`config.mk`:
```
export PLATFORM = sky130hd
export DESIGN_NAME = enable_register
export DESIGN_NICKNAME = d
export VERILOG_FILES = /design/src/rtl/enable_register.sv
export SDC_FILE = /design/constraint.sdc
export NUM_CORES = 1
export LEC_CHECK = 0
export ABC_AREA = 1
export CORE_AREA = 2 2 39 41
export DETAILED_ROUTE_END_ITERATION = 10
export DIE_AREA = 0 0 41 43
export GPL_TIMING_DRIVEN = 0
export PLACE_DENSITY_LB_ADDON = 0.25
export RECOVER_POWER = 50
export SYNTH_ARGS = -nofsm -noshare
export SYNTH_HDL_FRONTEND = slang
export SYNTH_SLANG_ARGS = --single-unit
```
`constraint.sdc`:
```
create_clock -name clk -period 1.4 [get_ports clk]
set_input_delay 0.28 -clock clk [delete_from_list [all_inputs] [get_ports clk]]
set_output_delay 0.28 -clock clk [all_outputs]
set_load 0.02 [all_outputs]
```
`src/rtl/enable_register.sv`:
```
// enable_register
//   Generic WIDTH-bit register with a load enable and a synchronous,
//   active-high reset. It is intended as the pipeline and I/O staging
//   register of datapath blocks, where WIDTH is the only parameter that
//   normally needs setting.
//
//   Ports
//     clk  in   1      rising-edge clock, the only clock of the block
//     rst  in   1      synchronous active-high reset; loads RESET_VALUE
//     en   in   1      load enable, active-high
//     d    in   WIDTH  data captured when en=1 and rst=0
//     q    out  WIDTH  registered data, driven straight from the flops
//
//   Parameters
//     WIDTH        bit width of d and q (default 8)
//     RESET_VALUE  value taken by q at a reset edge (default all-zeros)
//     CHECK_PARAM  nonzero enables the elaboration-time parameter check
module enable_register #(
  parameter int                 WIDTH       = 8,
  parameter logic [WIDTH-1:0]   RESET_VALUE = '0,
  parameter int                 CHECK_PARAM = 1
) (
  input  logic             clk,
  input  logic             rst,
  input  logic             en,
  input  logic [WIDTH-1:0] d,
  output logic [WIDTH-1:0] q
);

  // Elaboration-only check: it produces no hardware, so synthesis never
  // sees it once parameters are legal.
  generate
    if ((CHECK_PARAM != 0) && (WIDTH < 1)) begin : g_param_check
      $fatal(1, "enable_register: parameter check WIDTH >= 1 failed");
    end
  endgenerate

  // Reset dominates the enable; with neither asserted the flops hold.
  always_ff @(posedge clk) begin
    if (rst) begin
      q <= RESET_VALUE;
    end else if (en) begin
      q <= d;
    end
  end

endmodule

```
==> impl_metrics.toml, run 1 <==
[finish]
largest-register = "q"
top_regs = "q (8)"
n_fill_cell = 154
design_area_sq_um = 544
drive_above_1_share = 0.0986
area_delta_synth_final_pct = 59.3
antennaDiodeCount = 0
multi_input_area_sq_um = 125
final_cell_count_no_fill = 87
fin_nets = 84
regArea_sq_um = 160
largest_reg_flops = 8

[timing]
fin_crit_ns = 1.20
fmax_mhz = 830
setup_slack_ns = 0.196
slew_viol_final = 0
finalSetupViolCount = 0
finalCritPeriodShare = 0.860
worstMarginPinSlew_ns = 0.260
tns_ns = 0
rsz0062_at_grt = "no"
hold_viol_final = 0
fin_skew_ns = 0
max_slew_margin = 0.827

[route]
remaining_drc_errors = 0
drtIter0Drc = 1
first_pass_iters = 2
drt_wl_total_microns = 667
ant_nets = 0
viasPerCell = 3.74
wire_per_inst_microns = 7.67
num_vias = 325

[clock_network]
cts_tree = "done"
clkSinkCount = 8
root_buffer = "clkbuf_4"
cts-buffers-inserted = 3
post-cts-setup-buffer-count = 0
clk_latency_ns = 0.26
cts.path.max_buffers = 2
clk_pin_slew_worst_paths_ns = 0.05
holdBufCountCts = 0
htree_num_levels = 1

[setup_path]
cp-end-kind = "output port"
reg2reg_from = "q[6]"
path_delay_family = "flip-flops"
worstRegToRegCells = 2
slowest_stage = "dfxtp_1"
worstPathArrival_ns = 0.92
r2r-end = "q[6]"
critical_path_class = "reg2out"
cpPeakStageDelay_ns = 0.33
path_cells = "dlygate4sd2_1"
startpoint_type = "register"
crit_required_ns = 1.12
cp_max_fo = 2
ff2ff_setup_slack_ns = 0.84
cp_num_buf_inv = 1

[yosys]
yosysTopAreaCellShare = 0.469
yosys-top-cells-area = "dfxtp_1 47%, nand2_1 16%, nor2_1 16%"
syn_avg_cell_area_sq_um = 6.70
synth_seq_cells = 8
netlist.top_cell.by_area = "dfxtp_1"
synth_nets = 62
yosysUniqueCellTypes = 7
ys.warnings.count = 0
syn-cell-area_sq_um = 342
syn_inst = 51
yosysSeqAreaShare = 0.469

[die]
start_util = 0.247
die_area_sq_um = 1760
ios = 19
die_w_microns = 41
core.rowCount = 14
fp.coreArea_sq_um = 1380
die_h_microns = 43

[grt]
grt_first_pass_wirelength_microns = 1030
grtUsageTotal = 0.100
antenna_found_initial = 0
gr-total-overflow = 0
grt_pass1_vias = 247
grt_max_degree = 11

[worst_hold_path]
worstHoldPathType = "in2reg"
min_to = "q[0]"
whs_path_depth = 4
hp-start = "en"

[pwr]
power_leakage_nw = 0.306
p_per_area_nw_per_um2 = 987
ir_drop_uv = 482

[run_status]
outcome = "finished, final reports clean"

[placed_design]
place_ws_ns = 0.192
portBuffers = 17
gp_congestion = 0.633
dpl.cell_count = 84
dpl_cell_area_sq_um = 532

[run]
max-cap-violations = 0
==> cell usage after synthesis <==
library cell / instances
buf_6: 2
dfxtp_1: 8
inv_1: 9
nand2_1: 15
nand2_2: 1
nor2_1: 15
nor2_2: 1
==> metal layers <==
layer	GRT usage	part of all wire	up-vias	wire (microns)
li1	-	-	183	-
met4	0.0800	0.040	0	27
met1	0.106	0.45	122	302
met5	0	0	-	0
met3	0.0942	0.12	4	79
met2	0.116	0.39	16	258
==> cell type report <==
| type | count | share of cell area |
|---|---|---|
| plain buffers | 2 | 0.0414 |
| clock buffers | 3 | 0.0414 |
| inverters | 9 | 0.0621 |
| multi-input cells | 32 | 0.230 |
| flip-flops and latches | 8 | 0.294 |
| well taps | 16 | 0.0368 |
| repair buffers | 17 | 0.294 |
==> where the power goes <==
group | internal (mW) | switching [mW]
Sequential | 0.244 | 0.00692
Combinational | 0.0554 | 0.0544
Clock | 0.0981 | 0.0781
Total | 0.397 | 0.139
==> per-stage QoR <==
step / utilization / total power [mW] / hold WS (ns)
6_report: 0.393 / 0.537 / 0.291
5_1_grt: 0.393 / 0.588 / 0.284
4_1_cts: 0.393 / 0.549 / 0.281
3_5_place_dp: 0.384 / 0.379 / 0.464
3_3_place_gp: 0.384 / 0.378 / 0.461
2_1_floorplan: - / 0.317 / 0.468
==> repair_timing <==
| item | CTS | global route |
|---|---|---|
| endpoints found under the hold margin | 0 | 0 |
| endpoints found under the setup margin | 8 | 0 |
| resized for setup | 8 | 0 |
==> kinds of logic after synthesis <==
family,count (synthesis),synth area share
flip-flops,8,0.469
buffers and inverters,11,0.165
AND/OR/NAND/NOR,32,0.366
==> layout by cell type, fill, tap and decap left out <==
master / Yosys / routed
dlygate4sd3_1: 0 / 1
clkdlybuf4s50_1: 0 / 8
buf_6: 2 / 2
dfxtp_1: 8 / 8
nand2_1: 15 / 15
nor2_1: 15 / 15
dlygate4sd2_1: 0 / 8
nor2_2: 1 / 1
nand2_2: 1 / 1
clkbuf_4: 0 / 3
inv_1: 9 / 9
==> worst max path at each step <==
stage / from / endpoint / slack (ns) / cells past startpoint
floorplan: en / q[6] / 0.62 / 4
finish: q[7] / q[7] / 0.20 / 1
global placement: q[7] / q[7] / 0.20 / 1
detailed placement: q[7] / q[7] / 0.19 / 1
global route: q[7] / q[7] / 0.14 / 1
CTS: q[7] / q[7] / 0.18 / 1
Note: power is estimated with default switching activity, not from simulation.
==> inputs of run 2 (changes only) <==
clock period = 1 ns   (was 1.4 ns; I/O delays follow)
==> impl_metrics.toml, run 2 (same netlist as run 1, synthesis figures left out) <==
[timing]
rsz0062_at_grt = "no"
fin_skew_ns = 0
setup_slack_ns = 0.0633
finalSetupViolCount = 0
finalCritPeriodShare = 0.937
max_slew_margin = 0.832
fmax_mhz = 1070
worstMarginPinSlew_ns = 0.251
fin_crit_ns = 0.937
slew_viol_final = 0
hold_viol_final = 0

[grt]
grt_max_degree = 11
gr-total-overflow = 0
grt_first_pass_wirelength_microns = 1060
grt_pass1_vias = 249
antenna_found_initial = 0
grtUsageTotal = 0.102

[setup_path]
cp-end-kind = "output port"
cpPeakStageDelay_ns = 0.33
ff2ff_setup_slack_ns = 0.44
path_delay_family = "flip-flops"
startpoint_type = "register"
critical_path_class = "reg2out"
crit_required_ns = 0.80
path_cells = "buf_2"
worstPathArrival_ns = 0.74
cp_max_fo = 2
slowest_stage = "dfxtp_1"
cp_num_buf_inv = 1

[pwr]
intPower_uw = 554
p_clk_frac = 0.326
p_per_area_nw_per_um2 = 1440
switching_power_uw = 193
power_frac_seq = 0.471
p_comb_frac = 0.203
switching_share = 0.259
ir_drop_uv = 660
power_leakage_nw = 0.290

[route]
viasPerCell = 3.76
num_vias = 327
remaining_drc_errors = 0
ant_nets = 0
first_pass_iters = 3
drtIter0Drc = 1
drt_wl_total_microns = 678
wire_per_inst_microns = 7.79

[finish]
drive_above_1_share = 0.211
largest_reg_flops = 8
area_delta_synth_final_pct = 52.0
top_regs = "q (8)"
final_cell_mix = "15 x nor2_1, 15 x nand2_1, 9 x inv_1"
fin_nets = 84
design_area_sq_um = 519
final_cell_count_no_fill = 87
largest-register = "q"
antennaDiodeCount = 0

[placed_design]
gp_congestion = 0.633
dpl.cell_count = 84
dpl_cell_area_sq_um = 532
portBuffers = 17
place_ws_ns = -0.128

[die]
ios = 19
start_util = 0.247
core.rowCount = 14
fp.coreArea_sq_um = 1380
die_w_microns = 41
die_area_sq_um = 1760
die_h_microns = 43

[clock_network]
cts.path.max_buffers = 2
cts_tree = "done"
htree_num_levels = 1
clk_pin_slew_worst_paths_ns = 0.05
clkSinkCount = 8
clk_latency_ns = 0.25
ctsResizeCount = 32
root_buffer = "clkbuf_4"
holdBufCountCts = 0
post-cts-setup-buffer-count = 0
cts-buffers-inserted = 3

[run]
max-cap-violations = 0

[run_status]
outcome = "finished, final reports clean"

[worst_hold_path]
worstHoldPathType = "in2reg"
[run 2: cell count changes in the layout (fill, tap and decap cells not counted)]
cell,change
buf_4,+2
dlygate4sd2_1,-8
buf_2,+6
[run 2: worst paths after layout]
path | startpoint | to | depth (start not counted)
worst max-delay path | q[5] | q[5] | 1
worst min-delay path | en | q[0] | 4
worst max register to register | q[6] | q[6] | 2
worst min register to register | q[4] | q[4] | 2
[run 2: power by group through the flow]
stage	logic [mW]	registers, mW	clock network, mW
after floorplan	0.0581	0.386	0
after global placement	0.171	0.359	0
after detailed placement	0.171	0.359	0
after CTS	0.152	0.352	0.259
after global routing	0.169	0.354	0.299
final	0.152	0.352	0.244
[run 2: final cells by class]
type                            instances  area (sq um)
Multi-Input combinational cell         32           125
Timing Repair Buffer                   17           135
Sequential cell                         8           160
Clock buffer                            3          22.5
Inverter                                9          33.8
Fill cell                             158           865
Tap cell                               16          20.0
Buffer                                  2          22.5
[run 2: per-layer routing]
layer,vias up,part of all wire,global-route usage
met5,-,0,0
met4,0,0.021,0.0800
met3,2,0.12,0.0942
met2,15,0.40,0.113
met1,126,0.46,0.116
li1,184,-,-
[run 2: through the flow]
stage / power [mW] / util / TNS (ns) / hold slack (ns)
6_report: 0.747 / 0.375 / 0 / 0.216
5_1_grt: 0.821 / 0.375 / 0 / 0.204
4_1_cts: 0.763 / 0.372 / 0 / 0.201
3_5_place_dp: 0.531 / 0.384 / -1.19 / 0.464
3_3_place_gp: 0.530 / 0.384 / -1.15 / 0.461
2_1_floorplan: 0.444 / - / 0 / 0.388
==> inputs of run 3 (changes only) <==
SLEW_MARGIN = 20   (was unset)
==> results of run 3 <==
No change in the layout: final DEF, timing and power equal those of run 2.
